## config.mk

```make
export PLATFORM = sky130hd
export DESIGN_NAME = ubit_acc_bi
export DESIGN_NICKNAME = d
export VERILOG_FILES = /design/src/rtl/ubit_pkg.sv /design/src/rtl/ubit_win_cnt.sv /design/src/rtl/ubit_acc_bi.sv
export SDC_FILE = /design/constraint.sdc
export NUM_CORES = 1
export LEC_CHECK = 0
export ABC_AREA = 1
export BUFFER_PORTS_ARGS = -buffer_cell sky130_fd_sc_hd__buf_4
export CORE_MARGIN = 2
export CORE_UTILIZATION = 35
export DETAILED_ROUTE_END_ITERATION = 10
export SYNTH_ARGS = -nofsm -noshare
export SYNTH_HDL_FRONTEND = slang
export SYNTH_SLANG_ARGS = --single-unit
```

## constraint.sdc

```tcl
create_clock -name clk -period 2.5 [get_ports clk]
set_clock_uncertainty 0.1 [all_clocks]
set_input_delay 0.25 -clock clk [delete_from_list [all_inputs] [get_ports clk]]
set_output_delay 0.25 -clock clk [all_outputs]
set_load 0.02 [all_outputs]
```

## src/rtl/ubit_pkg.sv

```systemverilog
// ---------------------------------------------------------------------------
// ubit_pkg
// Shared definitions for the unary-bitstream accumulators that sit behind the
// bipolar stochastic multiplier.
//   ubit_state_e : accumulator control states (IDLE, ACC, HOLD)
//   ubit_win_len : window length L = 2^winlog, as a 33-bit value
//   ubit_scale   : converts a ones count (0..L) into an offset-binary code
//                  of datawd bits, truncating and saturating the L count
// ---------------------------------------------------------------------------
package ubit_pkg;

    // Widest window the 33-bit helpers below can represent.
    localparam int UBIT_MAX_WINLOG = 32;

    typedef enum logic [1:0] {
        IDLE = 2'd0,
        ACC  = 2'd1,
        HOLD = 2'd2
    } ubit_state_e;

    // Window length L for a given log2 size.
    function automatic logic [32:0] ubit_win_len(input int winlog);
        return 33'd1 << winlog;
    endfunction

    // Count-to-code conversion. A full window of ones would need one more
    // bit than the result word has, so it is clamped to the largest code.
    function automatic logic [31:0] ubit_scale(input logic [32:0] ones,
                                               input int          winlog,
                                               input int          datawd);
        logic [31:0] code_s;
        if (ones == ubit_win_len(winlog)) begin
            code_s = (32'd1 << datawd) - 32'd1;
        end else begin
            code_s = 32'(ones >> (winlog - datawd));
        end
        return code_s;
    endfunction

endpackage

```

## src/rtl/ubit_win_cnt.sv

```systemverilog
// ---------------------------------------------------------------------------
// ubit_win_cnt
// WINLOG-bit window position counter for bitstream-to-binary converters.
//   clk  : clock, rising edge
//   rst  : synchronous active-high reset, counter to zero
//   clr  : synchronous clear to zero (a new window starts next cycle)
//   en   : advance the position by one this cycle
//   last : high while enabled on the final position of the window (2^WINLOG-1)
// The counter wraps to zero after the last position, so a converter that
// stops enabling after 'last' is already aligned for its next window.
// ---------------------------------------------------------------------------
module ubit_win_cnt #(
    parameter int WINLOG = 16
) (
    input  logic clk,
    input  logic rst,
    input  logic clr,
    input  logic en,
    output logic last
);

    logic [WINLOG-1:0] win_r;

    // Window position register: reset/clear to zero, otherwise count when enabled.
    always_ff @(posedge clk) begin
        if (rst) begin
            win_r <= {WINLOG{1'b0}};
        end else if (clr) begin
            win_r <= {WINLOG{1'b0}};
        end else if (en) begin
            win_r <= win_r + {{(WINLOG-1){1'b0}}, 1'b1};
        end
    end

    assign last = en && (win_r == {WINLOG{1'b1}});

endmodule

```

## src/rtl/ubit_acc_bi.sv

```systemverilog
// ---------------------------------------------------------------------------
// ubit_acc_bi
// Counts ones in a bipolar product bitstream over a 2^WINLOG-cycle window and
// turns the count into a DATAWD-bit offset-binary word (value = code/2^(DATAWD-1) - 1),
// the same encoding the multiplier takes on its operand inputs.
//   clk     : clock, rising edge
//   rst     : synchronous active-high reset
//   iBit    : product bitstream sample
//   iStart  : begin a new window (honoured in IDLE, or in HOLD together with iReady)
//   iReady  : consumer takes oResult (only meaningful in HOLD)
//   oResult : converted result, offset-binary, held until accepted
//   oValid  : oResult holds an unconsumed result
//   oBusy   : window accumulation in progress
// All outputs are registered. The iBit sampled on the iStart cycle is not
// counted; exactly 2^WINLOG samples follow, and oValid rises WINLOG-window+1
// cycles after the iStart cycle.
// ---------------------------------------------------------------------------
module ubit_acc_bi
    import ubit_pkg::*;
#(
    parameter int DATAWD = 8,
    parameter int WINLOG = 16
) (
    input  logic              clk,
    input  logic              rst,
    input  logic              iBit,
    input  logic              iStart,
    input  logic              iReady,
    output logic [DATAWD-1:0] oResult,
    output logic              oValid,
    output logic              oBusy
);

    // Parameter sanity: the shift in the conversion would go negative otherwise.
    if (WINLOG < DATAWD) begin : g_bad_winlog
        $error("ubit_acc_bi: WINLOG must be >= DATAWD");
    end
    if (WINLOG > UBIT_MAX_WINLOG) begin : g_big_winlog
        $error("ubit_acc_bi: WINLOG exceeds supported maximum");
    end

    ubit_state_e       state_r;
    logic [WINLOG:0]   ones_r;      // 0..L needs one bit more than the window counter
    logic [DATAWD-1:0] result_r;
    logic              valid_r;
    logic              busy_r;

    logic [WINLOG:0]   ones_next_s;
    logic [DATAWD-1:0] scaled_s;
    logic              start_s;
    logic              win_clr_s;
    logic              win_en_s;
    logic              win_last_s;

    // A new window opens from IDLE on iStart, or straight out of HOLD when the
    // result is taken in the same cycle a new start is requested.
    assign start_s   = ((state_r == IDLE) && iStart) ||
                       ((state_r == HOLD) && iReady && iStart);
    assign win_clr_s = start_s;
    assign win_en_s  = (state_r == ACC);

    // The last sample must be included in the result, so convert the
    // post-increment count rather than the registered one.
    assign ones_next_s = ones_r + {{WINLOG{1'b0}}, iBit};
    assign scaled_s    = DATAWD'(ubit_scale(33'(ones_next_s), WINLOG, DATAWD));

    ubit_win_cnt #(
        .WINLOG (WINLOG)
    ) u_win_cnt (
        .clk  (clk),
        .rst  (rst),
        .clr  (win_clr_s),
        .en   (win_en_s),
        .last (win_last_s)
    );

    // Control FSM with ones accumulator and registered handshake outputs.
    always_ff @(posedge clk) begin
        if (rst) begin
            state_r  <= IDLE;
            ones_r   <= {(WINLOG+1){1'b0}};
            result_r <= {DATAWD{1'b0}};
            valid_r  <= 1'b0;
            busy_r   <= 1'b0;
        end else begin
            case (state_r)
                IDLE: begin
                    if (iStart) begin
                        state_r <= ACC;
                        ones_r  <= {(WINLOG+1){1'b0}};
                        busy_r  <= 1'b1;
                    end
                end
                ACC: begin
                    ones_r <= ones_next_s;
                    if (win_last_s) begin
                        state_r  <= HOLD;
                        result_r <= scaled_s;
                        valid_r  <= 1'b1;
                        busy_r   <= 1'b0;
                    end
                end
                HOLD: begin
                    if (iReady) begin
                        valid_r <= 1'b0;
                        if (iStart) begin
                            state_r <= ACC;
                            ones_r  <= {(WINLOG+1){1'b0}};
                            busy_r  <= 1'b1;
                        end else begin
                            state_r <= IDLE;
                        end
                    end
                end
                default: begin
                    state_r  <= IDLE;
                    ones_r   <= {(WINLOG+1){1'b0}};
                    result_r <= {DATAWD{1'b0}};
                    valid_r  <= 1'b0;
                    busy_r   <= 1'b0;
                end
            endcase
        end
    end

    assign oResult = result_r;
    assign oValid  = valid_r;
    assign oBusy   = busy_r;

endmodule

```

==> PnR_summary.wiki, run 1 <==
{| class="wikitable"
! Metric !! Value
|-
| Actual slew at the worst max-slew pin || around 0.53 ns
|-
| Pwr/cell area || between 400 and 500 nW/um2
|-
| Leakage power total || a little over 1 nW
|-
| Clock tree from TritonCTS || done
|-
| Number of H-tree levels || 2
|-
| Count of maximum capacitance violations || 0
|-
| Placeable core region || about 6700 um2
|-
| Post-Synthesis Net Count || 367
|-
| P_int || approximately 950 uW
|-
| Outcome || completed
|-
| Routability congestion estimate from global placement || a little over 0.8
|-
| First-pass GRT wire length || 9.02 mm
|-
| Number of DRC violations after detailed-routing iteration 0 || 173
|-
| Worst hold-check path type || in -> reg
|-
| Shortest period the worst path allows || 2.16 ns
|-
| Total CTS buffers || 5
|-
| Antenna violations before repair || 0
|-
| Critical path launch point type || flop
|-
| Average footprint of a synthesized cell || 6.65 um2
|-
| N_diodes || 0
|-
| Clock slew at reported path FFs || ~0.1 ns
|-
| Buffer cell driving the clock tree root || sky130_fd_sc_hd__clkbuf_8
|-
| Vertical die dimension || approximately 87 um
|-
| Skew-Pair Late Insertion Delay || slightly above 0.3 ns
|-
| Tcrit/Tclk final || 86.4%
|-
| Largest fanout on the critical path || 8
|-
| Number of standard cells in the final layout excluding fillers || ~460
|-
| Sequential group share of total power || between 50% and 60%
|-
| Per-cell via count in the routed design || slightly below 5
|-
| Total global-route track usage || 14.9%
|-
| Cell with the largest stage delay on the worst path || sky130_fd_sc_hd__dfxtp_1
|-
| Remaining number of nets flagged by the antenna check after routing || 0
|-
| Arrival time reported for the critical path endpoint || 2.32 ns
|-
| Final hold violation count || 0
|-
| Logic pwr share || between 7 and 8%
|-
| Maximum buffer depth of the clock tree || 2
|-
| Fraction of power spent switching nets || 27.1%
|-
| Highest clock rate || around 460 MHz
|-
| Number of setup violations in the final report || 0
|-
| Average routed wire per standard cell || between 10 and 15 um
|-
| Portion of the post-synthesis area used by sequential elements || a little under two fifths
|-
| Share of final-layout standard cells stronger than drive strength 1 || between 10% and 20%
|-
| Pin count of the biggest net entering global routing || 22
|-
| Area Growth Syn to Fin || 11.9%
|-
| Number of hold buffers added after cts || 0
|-
| DIE AREA || ~7500 um2
|-
| Num ports || 15
|-
| Clock group share of total power || between 30% and 40%
|-
| Worst path buffer plus inverter count || 0
|-
| Cells after synthesis || between 300 and 400
|-
| Sequence of cells on the critical path || ha_2 > ha_2 > nand3_1 > nor2_1 > nand3_1 > nand2_1 > nand2_1 > nor2_1 > nand2_1 > nor2_1 > nand2_2 > nand2_1 > nand2_1 > nand2_1
|-
| Final TNS setup || 0 ns
|-
| Net count of the finished layout || 382
|-
| Final wirelength || approximately 5.1 mm
|-
| Vias || between 2k and 2.5k
|-
| Sum of net half-perimeters after detailed placement || 3.80 mm
|-
| Slowest Stage Delay on Critical Path || approximately 0.34 ns
|-
| Total area of multi-input combinational cells || about 1300 um2
|-
| Sort of element at the end of the critical path || flop
|-
| Switching power summed over all nets || approximately 360 uW
|-
| Number of max-slew violations in the final report || 0
|-
| CP required || roughly 2.7 ns
|-
| Filler Cell Count || about 730
|-
| Sequential cell area || 901 um2
|-
| Max_slew headroom || roughly 64%
|-
| Floorplan die width || just under 90 um
|-
| Syn. warnings || 0
|-
| Unrepaired setup endpoints after global routing || false
|-
| Peak ir drop on the vdd network || about 200 uV
|-
| Count of standard-cell rows || 30
|-
| CP dominant cell by count || sky130_fd_sc_hd__nand2_1
|-
| Number of global-route vias before repair || just over 2k
|-
| Dpl cells || 447
|-
| Register bit total from synthesis || 45
|-
| Number of clock sinks || 45
|-
| DR pass1 iterations || 5
|-
| Family with the most delay on the worst path || simple AND/OR/NAND/NOR gates
|-
| Overflow after GRT || 0
|-
| # DRC || 0
|-
| Starting density of the core || 35.7%
|-
| Area of the mapped netlist || roughly 2400 um2
|-
| Port Buffer Count || 14
|-
| Unique cell type count in the Yosys netlist || 34
|-
| Crit Path Class || reg -> reg
|-
| Overall Power || 1.31 mW
|}
-- per-stage QoR --
step | util, % | hold WS, ns | setup WS, ns | cell area, um2
floorplan | - | 0.295 | 0.548 | 2390
global placement | 38.5 | 0.355 | 0.292 | 2570
detailed placement | 38.5 | 0.361 | 0.249 | 2570
CTS | 39.9 | 0.0778 | 0.247 | 2670
global route | 40.0 | 0.108 | 0.0452 | 2670
finish | 40.0 | 0.0860 | 0.339 | 2670
-- layer usage --
metal	global-route usage [%]	vias to the layer above	share of wire [%]
li1	-	1175	-
met1	18.9	1024	47
met2	25.5	17	49
met3	3.05	6	2.5
met4	4.26	0	1.2
met5	0	-	0
-- synth_stat cells --
| cell type | n | share of area, % |
|---|---|---|
| sky130_fd_sc_hd__nand3_1 | 25 | 5.2 |
| sky130_fd_sc_hd__nor2_4 | 3 | 1.4 |
| sky130_fd_sc_hd__nor2_2 | 5 | 1.3 |
| sky130_fd_sc_hd__xor2_1 | 4 | 1.5 |
| sky130_fd_sc_hd__nor4_4 | 1 | 0.89 |
| sky130_fd_sc_hd__nor2_1 | 31 | 4.9 |
| sky130_fd_sc_hd__a221oi_1 | 1 | 0.37 |
| sky130_fd_sc_hd__or2_0 | 1 | 0.26 |
| sky130_fd_sc_hd__ha_1 | 3 | 1.6 |
| sky130_fd_sc_hd__nand2_2 | 3 | 0.79 |
| sky130_fd_sc_hd__nand3b_1 | 1 | 0.31 |
| sky130_fd_sc_hd__clkinv_1 | 1 | 0.16 |
| sky130_fd_sc_hd__a21oi_1 | 29 | 6.1 |
| sky130_fd_sc_hd__o21bai_1 | 3 | 0.94 |
| sky130_fd_sc_hd__or2_2 | 2 | 0.52 |
| sky130_fd_sc_hd__o21ai_0 | 6 | 1.3 |
| sky130_fd_sc_hd__buf_4 | 1 | 0.31 |
| sky130_fd_sc_hd__nor3_1 | 5 | 1.0 |
| sky130_fd_sc_hd__nor3_2 | 2 | 0.84 |
| sky130_fd_sc_hd__buf_1 | 1 | 0.16 |
| sky130_fd_sc_hd__nand4_1 | 7 | 1.8 |
| sky130_fd_sc_hd__nand3b_2 | 1 | 0.47 |
| sky130_fd_sc_hd__nor3_4 | 1 | 0.68 |
| sky130_fd_sc_hd__inv_2 | 2 | 0.31 |
| sky130_fd_sc_hd__clkbuf_1 | 6 | 0.94 |
| sky130_fd_sc_hd__nand2_1 | 128 | 20 |
| sky130_fd_sc_hd__xor2_2 | 1 | 0.68 |
| sky130_fd_sc_hd__inv_1 | 34 | 5.3 |
| sky130_fd_sc_hd__xnor2_1 | 1 | 0.37 |
| sky130_fd_sc_hd__o21a_1 | 2 | 0.63 |
| sky130_fd_sc_hd__and2_1 | 1 | 0.26 |
| sky130_fd_sc_hd__dfxtp_1 | 45 | 38 |
| sky130_fd_sc_hd__a2bb2oi_1 | 1 | 0.37 |
| sky130_fd_sc_hd__nand2_4 | 1 | 0.47 |
-- path summary, 6_finish.rpt --
check | cells past startpoint | slack (ns) | startpoint | end
worst min-delay path | 3 | 0.09 | iStart | oBusy$_SDFFE_PP0P_
worst max-delay path | 14 | 0.34 | ones_r[0]$_SDFFE_PP0P_ | oResult[3]$_SDFFE_PP0P_
worst min register to register | 2 | 0.37 | u_win_cnt.win_r[7]$_SDFFE_PP0P_ | u_win_cnt.win_r[7]$_SDFFE_PP0P_
worst max register to register | 14 | 0.34 | ones_r[0]$_SDFFE_PP0P_ | oResult[3]$_SDFFE_PP0P_
-- tightest hold or removal path: cells and delay by family --
family          cells  cell delay, ns
buf+inv             1            0.08
compound gates      1            0.05
simple gates        1            0.08
-- flip-flops by register name, indices dropped and copies added (netlist names) --
register	count
oResult	8
oBusy	1
ones_r	17
oValid	1
u_win_cnt.win_r	16
state_r	2
-- cells by family (layout without fill, tap and decap cells) --
logic type      count (synthesis)  after routing  synth area share (%)
simple gates                  218            218                  41.3
xor+xnor                        6              6                  2.51
fa+ha+maj                       3              3                  1.57
buf+inv                        45             61                  7.23
compound gates                 42             42                  9.64
flops                          45             45                  37.7
-- cell usage in the layout (no fill, tap or decap), types with 6 or more instances in the layout --
cell and n:
sky130_fd_sc_hd__dfxtp_1 45, sky130_fd_sc_hd__nand4_1 7, sky130_fd_sc_hd__nor2_1 31, sky130_fd_sc_hd__inv_1 34, sky130_fd_sc_hd__buf_4 16, sky130_fd_sc_hd__nand2_1 128, sky130_fd_sc_hd__nand3_1 25, sky130_fd_sc_hd__a21oi_1 29
sky130_fd_sc_hd__o21ai_0 6
-- power by group through the flow --
stage          sequential (mW)  clock (mW)  combinational [mW]
3_3_place_gp             0.746           0              0.0972
2_1_floorplan            0.747           0              0.0652
3_5_place_dp             0.746           0              0.0968
4_1_cts                  0.729       0.506              0.0969
6_report                 0.729       0.486              0.0948
5_1_grt                  0.730       0.527               0.110
-- cell type report --
type / instances / area share, %
clock buffer: 5 / 2.57
clock inverter: 3 / 0.936
inverter: 37 / 5.19
multi-input combinational: 269 / 49.4
sequential: 45 / 33.7
tap: 80 / 3.74
timing repair buffer: 16 / 4.49
-- timing repair --
item | in CTS | in global routing
hold endpoints to repair | 0 | 0
endpoints found under the setup margin | 0 | 8
buffers inserted | 0 | 0
gates resized for setup | 0 | 2
No activity file was read; power rests on OpenSTA's default activity.
==> inputs of run 2 (changes only) <==
SYNTH_HIERARCHICAL = 1   (was default)
==> run 2 against run 1 <==
  * Register-to-register slack about the same
  * Sequential cell count unchanged
  * First-iteration DRC count down 40%
  * Die area is 4.3% higher
  * Critical path type unchanged
==> PnR_summary.wiki, run 2 <==
{| class="wikitable"
! Metric !! Value
|-
| DR pass1 iterations || 4
|-
| Sum of net half-perimeters after detailed placement || roughly 4.1 mm
|-
| Cell types with the largest area share after synthesis || sky130_fd_sc_hd__dfxtp_1 (36%), sky130_fd_sc_hd__nand2_1 (22%), sky130_fd_sc_hd__nor2_1 (7.1%)
|-
| Starting density of the core || 36.5%
|-
| Sort of element at the end of the critical path || flop
|-
| Slowest Stage Delay on Critical Path || about 0.33 ns
|-
| Net count of the finished layout || 423
|-
| Sequence of cells on the critical path || ha_1 > ha_1 > nand2_1 > nor2_2 > nand3_1 > nand2_1 > nand2_1 > nor2_1 > nand2_1 > nor2_1 > nand2_2 > nand2_1 > nand2_1 > nand2_1
|-
| Share of final-layout standard cells stronger than drive strength 1 || 13.2%
|-
| Skew-Pair Late Insertion Delay || ~0.30 ns
|-
| Num ports || 15
|-
| Total CTS buffers || 5
|-
| Shortest period the worst path allows || about 2.2 ns
|-
| Largest fanout on the critical path || 8
|-
| Commonest non-fill, non-tap cell in the layout || sky130_fd_sc_hd__nand2_1
|-
| Final hold violation count || 0
|-
| Leakage power total || ~1.1 nW
|-
| Post-Synthesis Net Count || between 400 and 500
|-
| Antenna violations before repair || 0
|-
| CP dominant cell by count || sky130_fd_sc_hd__nand2_1
|-
| Number of hold buffers added after cts || 0
|-
| Share of async-settable or async-resettable flops after synthesis || 0%
|-
| End point of the most critical hold path || state_r[1]$_SDFFE_PP0P_
|-
| Routability congestion estimate from global placement || roughly 0.86
|-
| GR met3 Demand/Resource || about 2.9%
|-
| Pwr/cell area || between 400 and 500 nW/um2
|-
| DIE AREA || roughly 7800 um2
|-
| CP required || roughly 2.7 ns
|-
| Post-route worst setup slack || around 0.34 ns
|-
| Global routing usage on met1 || 20.7%
|-
| Outcome || completed
|-
| Top register by number of flip-flops || ones_r
|-
| Number of instances resized during post-cts repair || 0
|-
| First-pass GRT wire length || 9.69 mm
|-
| Unrepaired setup endpoints after global routing || false
|-
| Floorplan die width || 88.5 um
|-
| Vias || 2312
|-
| Register-to-register setup slack || between 0.3 and 0.4 ns
|-
| Maximum buffer depth of the clock tree || 2
|-
| Final TNS setup || 0 ns
|-
| Number of DRC violations after detailed-routing iteration 0 || 104
|-
| Number of max-slew violations in the final report || 0
|-
| Highest clock rate || about 460 MHz
|-
| Area of the mapped netlist || about 2500 um2
|-
| Unique cell type count in the Yosys netlist || 28
|-
| Filler Cell Count || ~750
|-
| Final wirelength || around 5.5 mm
|-
| Most common cell in the synthesized netlist || sky130_fd_sc_hd__nand2_1
|-
| Vertical die dimension || slightly below 90 um
|-
| Total global-route track usage || 15.5%
|-
| Reg2Reg Launch Point || ones_r[0]$_SDFFE_PP0P_
|-
| Commonest cells after routing, fill and taps aside || sky130_fd_sc_hd__nand2_1 (146), sky130_fd_sc_hd__nor2_1 (47), sky130_fd_sc_hd__inv_1 (45), sky130_fd_sc_hd__dfxtp_1 (45), sky130_fd_sc_hd__a21oi_1 (25)
|-
| Share of Yosys cell area claimed by the top area cell type || ~36%
|-
| Cells after synthesis || roughly 400
|-
| Worst hold-check path type || in -> reg
|-
| Clock slew at reported path FFs || 0.09 ns
|-
| Actual slew at the worst max-slew pin || 0.519 ns
|-
| Area Growth Syn to Fin || 13.2%
|-
| Number of cells traversed by the worst register-to-register path || 14
|-
| Number of setup violations in the final report || 0
|-
| Average routed wire per standard cell || between 10 and 15 um
|-
| Buffer cell driving the clock tree root || sky130_fd_sc_hd__clkbuf_8
|-
| Placeable core region || 6830 um2
|-
| Register bit total from synthesis || 45
|-
| Worst hold path depth || 4
|-
| Arrival time reported for the critical path endpoint || ~2.3 ns
|-
| Overflow after GRT || 0
|-
| # DRC || 0
|-
| Average footprint of a synthesized cell || roughly 6.3 um2
|-
| Number of enable flip-flop cells after synthesis || 0
|-
| Peak ir drop on the vdd network || slightly above 200 uV
|-
| Worst hold slack || between 0.1 and 0.15 ns
|-
| Count of standard-cell rows || 30
|-
| Number of H-tree levels || 2
|-
| Post-CTS Setup Inserts || 0
|-
| Syn. warnings || 6
|-
| Crit Path Class || reg -> reg
|-
| Reg-to-Reg End || oResult[7]$_SDFFE_PP0P_
|-
| Remaining number of nets flagged by the antenna check after routing || 0
|-
| Per-cell via count in the routed design || between 4 and 5
|-
| GRT met2 Usage || approximately 25%
|-
| Portion of the post-synthesis area used by sequential elements || 36.1%
|-
| GRT busiest layer || met2
|-
| Port Buffer Count || 14
|-
| Max reg flops || 17
|-
| Critical path launch point type || flop
|-
| Top_reg_cell synth || sky130_fd_sc_hd__dfxtp_1
|-
| Max_slew headroom || approximately 65%
|-
| Library cell occupying the most area in the post-synthesis netlist || sky130_fd_sc_hd__dfxtp_1
|-
| Most frequent cells after synthesis || sky130_fd_sc_hd__nand2_1 (146), sky130_fd_sc_hd__nor2_1 (47), sky130_fd_sc_hd__dfxtp_1 (45), sky130_fd_sc_hd__inv_1 (45), sky130_fd_sc_hd__a21oi_1 (25)
|-
| Cell area after layout || roughly 2800 um2
|-
| Worst path buffer plus inverter count || 0
|-
| Pin count of the biggest net entering global routing || 24
|-
| Cell with the largest stage delay on the worst path || sky130_fd_sc_hd__dfxtp_1
|-
| Placement-stage worst setup slack || 0.321 ns
|-
| Hold_sp || iReady
|-
| N_diodes || 0
|-
| Number of clock sinks || between 40 and 50
|-
| Tcrit/Tclk final || 86.4%
|-
| Area after DPL || ~2700 um2
|-
| Family with the most delay on the worst path || simple AND/OR/NAND/NOR gates
|-
| Count of maximum capacitance violations || 0
|-
| Number of global-route vias before repair || around 2.1k
|-
| Clock tree from TritonCTS || done
|}
## run 2: logic make-up (layout without fill, tap and decap cells)
| family | Yosys count | in the layout | synth area share, % |
|---|---|---|---|
| AO/OA/AOI/OAI | 37 | 37 | 7.72 |
| adder cells (fa/ha/maj) | 3 | 3 | 1.50 |
| flip-flops | 45 | 45 | 36.1 |
| AND/OR/NAND/NOR | 253 | 253 | 44.7 |
| buffers and inverters | 56 | 74 | 8.62 |
| XOR/XNOR | 4 | 4 | 1.40 |
## run 2: power by group
group	internal (mW)	total (mW)	switching, mW
Sequential	0.721	0.725	0.00402
Combinational	0.0218	0.0760	0.0543
Clock	0.326	0.581	0.255
## run 2: stage by stage
step	util (%)	total power, mW	cells
2_1_floorplan	-	0.792	398
3_3_place_gp	39.7	0.819	504
3_5_place_dp	39.7	0.819	504
4_1_cts	41.4	1.40	512
5_1_grt	41.4	1.44	512
6_report	41.4	1.38	512
## run 2: area by class of cell
class	instances	area, um2	area share, %
clock inverter	1	30.0	1.06
tap	96	120	4.25
inverter	50	188	6.64
timing repair buffer	16	120	4.25
sequential	45	901	31.9
multi-input combinational	297	1380	48.8
clock buffer	7	86.3	3.06
## run 2: worst register-to-register path, delay by kind of cell (launching register included)
| family | cells | cell delay [ns] |
|---|---|---|
| and+or+nand+nor | 12 | 1.19 |
| adders and majority gates | 2 | 0.48 |
| DFF | 1 | 0.33 |
## run 2: worst max-delay path by stage
stage                            start                      end  depth (start not counted)
4_1_cts         ones_r[0]$_SDFFE_PP0P_  oResult[3]$_SDFFE_PP0P_                         14
3_5_place_dp                      iBit  oResult[3]$_SDFFE_PP0P_                         15
3_3_place_gp                      iBit  oResult[7]$_SDFFE_PP0P_                         15
6_report        ones_r[0]$_SDFFE_PP0P_  oResult[7]$_SDFFE_PP0P_                         14
5_1_grt         ones_r[0]$_SDFFE_PP0P_  oResult[0]$_SDFFE_PP0P_                         14
2_1_floorplan  state_r[0]$_SDFFE_PP0P_  state_r[1]$_SDFFE_PP0P_                         13
## run 2: layer usage
metal	wire length (um)	vias up	part of all wire [%]
met5	0	-	0
met1	2750	1011	50
met2	2490	24	46
met4	99	0	1.8
li1	-	1268	-
met3	128	9	2.3
==> inputs of run 3 (changes only) <==
ABC_AREA = 0   (was 1)
==> run 3 against run 2 <==
  * Critical path depth decreased by 6
  * Clock-buffer cell count decreased by 1
  * Cell count decreased by 25%
  * Cell area decreased by 0.13%
  * Combinational power increased by 13%
  * First-iteration DRC count decreased by 31%
  * Sequential cell count unchanged
  * Register-to-register slack got worse by 0.11 ns
  * Die area decreased by 4.1%
  * Critical path type unchanged
  * Critical endpoint is now oResult[2]$_SDFFE_PP0P_
==> PnR_summary.wiki, run 3 <==
{| class="wikitable"
! Metric !! Value
|-
| Number of enable flip-flop cells after synthesis || 0
|-
| Maximum buffer depth of the clock tree || 2
|-
| Per-cell via count in the routed design || around 5.3
|-
| Most frequent cells after synthesis || sky130_fd_sc_hd__nor2_1 (47), sky130_fd_sc_hd__dfxtp_1 (45), sky130_fd_sc_hd__nand2_1 (18)
|-
| Number of max-slew violations in the final report || 0
|-
| Total CTS buffers || 5
|-
| Count of standard-cell rows || 30
|-
| First-pass GRT wire length || 8.91 mm
|-
| Share of Yosys cell area claimed by the top area cell type || roughly 38%
|-
| Commonest cells after routing, fill and taps aside || sky130_fd_sc_hd__nor2_1 (47), sky130_fd_sc_hd__dfxtp_1 (43), sky130_fd_sc_hd__buf_4 (28)
|-
| Overflow after GRT || 0
|-
| Clock slew at reported path FFs || about 0.09 ns
|-
| Final TNS setup || 0 ns
|-
| Final hold violation count || 0
|-
| Most common cell in the synthesized netlist || sky130_fd_sc_hd__nor2_1
|-
| Register bit total from synthesis || 45
|-
| Net count of the finished layout || 311
|-
| Post-Synthesis Net Count || 296
|-
| Slowest Stage Delay on Critical Path || between 0.4 and 0.5 ns
|-
| Placeable core region || approximately 6700 um2
|-
| Sum of net half-perimeters after detailed placement || between 3 and 4 mm
|-
| Cell with the largest stage delay on the worst path || sky130_fd_sc_hd__a2111oi_4
|-
| Number of DRC violations after detailed-routing iteration 0 || 72
|-
| Antenna violations before repair || 0
|-
| Top register by number of flip-flops || ones_r
|-
| Number of clock sinks || 45
|-
| DIE AREA || about 7500 um2
|-
| Highest clock rate || approximately 440 MHz
|-
| Global routing usage on met1 || a little under a fifth
|-
| Reg2Reg Launch Point || ones_r[0]$_SDFFE_PP0P_
|-
| Share of final-layout standard cells stronger than drive strength 1 || 20.1%
|-
| N_diodes || 0
|-
| Hold_sp || iReady
|-
| End point of the most critical hold path || oValid$_SDFFE_PP0P_
|-
| Reg-to-Reg End || oResult[2]$_SDFFE_PP0P_
|-
| Average routed wire per standard cell || between 10 and 15 um
|-
| Area Growth Syn to Fin || 18.1%
|-
| Max reg flops || 17
|-
| Buffer cell driving the clock tree root || sky130_fd_sc_hd__clkbuf_8
|-
| Starting density of the core || a little over a third
|-
| Number of global-route vias before repair || 1936
|-
| Max_slew headroom || 53.8%
|-
| GRT busiest layer || met2
|-
| Sort of element at the end of the critical path || flop
|-
| Share of async-settable or async-resettable flops after synthesis || 0%
|-
| Floorplan die width || just under 90 um
|-
| Sequence of cells on the critical path || ha_1 > buf_4 > nand4_2 > nor3_4 > nand4b_1 > a2111oi_4 > nand4_4 > o211ai_1
|-
| Actual slew at the worst max-slew pin || ~0.69 ns
|-
| Number of H-tree levels || 2
|-
| Cell types with the largest area share after synthesis || sky130_fd_sc_hd__dfxtp_1 (38%), sky130_fd_sc_hd__nor2_1 (7.4%), sky130_fd_sc_hd__xor2_1 (5.1%)
|-
| Dpl cells || 375
|-
| Routability congestion estimate from global placement || between 0.8 and 0.9
|-
| Unrepaired setup endpoints after global routing || false
|-
| Clock tree from TritonCTS || done
|-
| Skew-Pair Late Insertion Delay || about 0.30 ns
|-
| Vias || 2037
|-
| Remaining number of nets flagged by the antenna check after routing || 0
|-
| Commonest non-fill, non-tap cell in the layout || sky130_fd_sc_hd__nor2_1
|-
| Largest fanout on the critical path || 8
|-
| Final wirelength || about 5.3 mm
|-
| Unique cell type count in the Yosys netlist || 44
|-
| # DRC || 0
|-
| GRT met2 Usage || about a quarter
|-
| Overall Power || 1.40 mW
|-
| Tcrit/Tclk final || 90.6%
|-
| Library cell occupying the most area in the post-synthesis netlist || sky130_fd_sc_hd__dfxtp_1
|-
| Average footprint of a synthesized cell || 8.30 um2
|-
| Area of the mapped netlist || between 2000 and 2500 um2
|-
| Shortest period the worst path allows || 2.27 ns
|-
| Top_reg_cell synth || sky130_fd_sc_hd__dfxtp_1
|-
| Register-to-register setup slack || between 0.2 and 0.25 ns
|-
| Filler Cell Count || between 600 and 700
|-
| Number of cells traversed by the worst register-to-register path || 8
|-
| Total global-route track usage || ~15%
|-
| Number of standard cells in the final layout excluding fillers || roughly 380
|-
| Arrival time reported for the critical path endpoint || around 2.4 ns
|-
| Number of setup violations in the final report || 0
|-
| Pin count of the biggest net entering global routing || 24
|-
| Outcome || completed
|-
| CP required || about 2.6 ns
|-
| GR met3 Demand/Resource || under 10%
|-
| Crit Path Class || reg -> reg
|-
| Vertical die dimension || approximately 87 um
|-
| DR pass1 iterations || 4
|-
| Count of maximum capacitance violations || 0
|-
| Syn. warnings || 6
|-
| Peak ir drop on the vdd network || 386 uV
|-
| Port Buffer Count || 14
|-
| Portion of the post-synthesis area used by sequential elements || between 30% and 40%
|-
| Worst hold-check path type || in -> reg
|-
| Leakage power total || about 1.1 nW
|-
| Critical path launch point type || flop
|-
| Worst hold path depth || 4
|-
| Num ports || 15
|-
| Cells after synthesis || approximately 290
|-
| Pwr/cell area || a little under 500 nW/um2
|}
==> run 3: cell count changes in the layout (fill, tap and decap cells not counted), moves of 10 or more <==
cell / change
sky130_fd_sc_hd__inv_1: -38
sky130_fd_sc_hd__xnor2_1: +11
sky130_fd_sc_hd__xor2_1: +11
sky130_fd_sc_hd__nor2_2: -11
sky130_fd_sc_hd__a22oi_1: +12
sky130_fd_sc_hd__nand2_1: -128
sky130_fd_sc_hd__a21oi_1: -10
sky130_fd_sc_hd__buf_4: +12
==> run 3: what timing repair did <==
item,in CTS,in global routing
hold buffers,0,0
setup endpoints to repair,0,8
setup buffers,0,1
resized for setup,0,8
==> run 3: worst max-delay path by stage <==
stage / start / endpoint / slack, ns / cells after the start
floorplan: state_r[1]$_SDFFE_PP0P_ / oResult[2]$_SDFFE_PP0P_ / 0.0002 / 12
global placement: iBit / oResult[2]$_SDFFE_PP0P_ / 0.14 / 9
detailed placement: iBit / oResult[2]$_SDFFE_PP0P_ / 0.01 / 9
CTS: ones_r[0]$_SDFFE_PP0P_ / oResult[2]$_SDFFE_PP0P_ / 0.02 / 8
global route: u_win_cnt/win_r[0]$_SDFFE_PP0P_ / oResult[2]$_SDFFE_PP0P_ / 0.04 / 8
finish: ones_r[0]$_SDFFE_PP0P_ / oResult[2]$_SDFFE_PP0P_ / 0.23 / 8
==> run 3: cells by family after synthesis <==
| group | share of synthesized area (%) |
|---|---|
| adders and majority gates | 1.57 |
| and+or+nand+nor | 31.6 |
| xor gates and xnor gates | 9.53 |
| muxes | 0.419 |
| AOI/OAI and AO/OA | 13.9 |
| buffers and inverters | 5.29 |
| DFF | 37.7 |
==> run 3: routing by layer <==
layer	wire length (um)	part of all wire [%]
met5	0	0
met4	53	0.99
met3	156	2.9
met2	2590	48
met1	2550	48
==> run 3: final cells by class <==
cell class,instances,area [um2],share of cell area (%)
clock inverter,2,37.5,1.33
tap,80,100,3.55
inverter,8,32.5,1.15
clock buffer,6,82.6,2.93
sequential,45,903,32.0
multi-input combinational,215,1460,51.6
timing repair buffer,28,210,7.45
==> run 3: critical path: cells and delay by family, from the launching register on <==
kind / cells / cell delay (ns)
buf+inv: 1 / 0.17
simple gates: 4 / 0.79
fa+ha+maj: 1 / 0.22
flops: 1 / 0.34
compound gates: 2 / 0.57
==> run 3: where the power goes <==
| group | internal, mW | switching [mW] |
|---|---|---|
| logic | 0.0291 | 0.0565 |
| clock network | 0.325 | 0.260 |
| registers | 0.722 | 0.00505 |
==> run 3: per-stage QoR <==
step / hold WS (ns) / worst slack (ns) / util [%] / instance area (um2)
2_1_floorplan: 0.343 / 0.000207 / - / 2450
3_3_place_gp: 0.346 / 0.135 / 39.4 / 2640
3_5_place_dp: 0.354 / 0.0109 / 39.4 / 2640
4_1_cts: 0.137 / 0.0172 / 41.2 / 2760
5_1_grt: 0.150 / 0.0406 / 42.2 / 2820
6_report: 0.140 / 0.234 / 42.2 / 2820
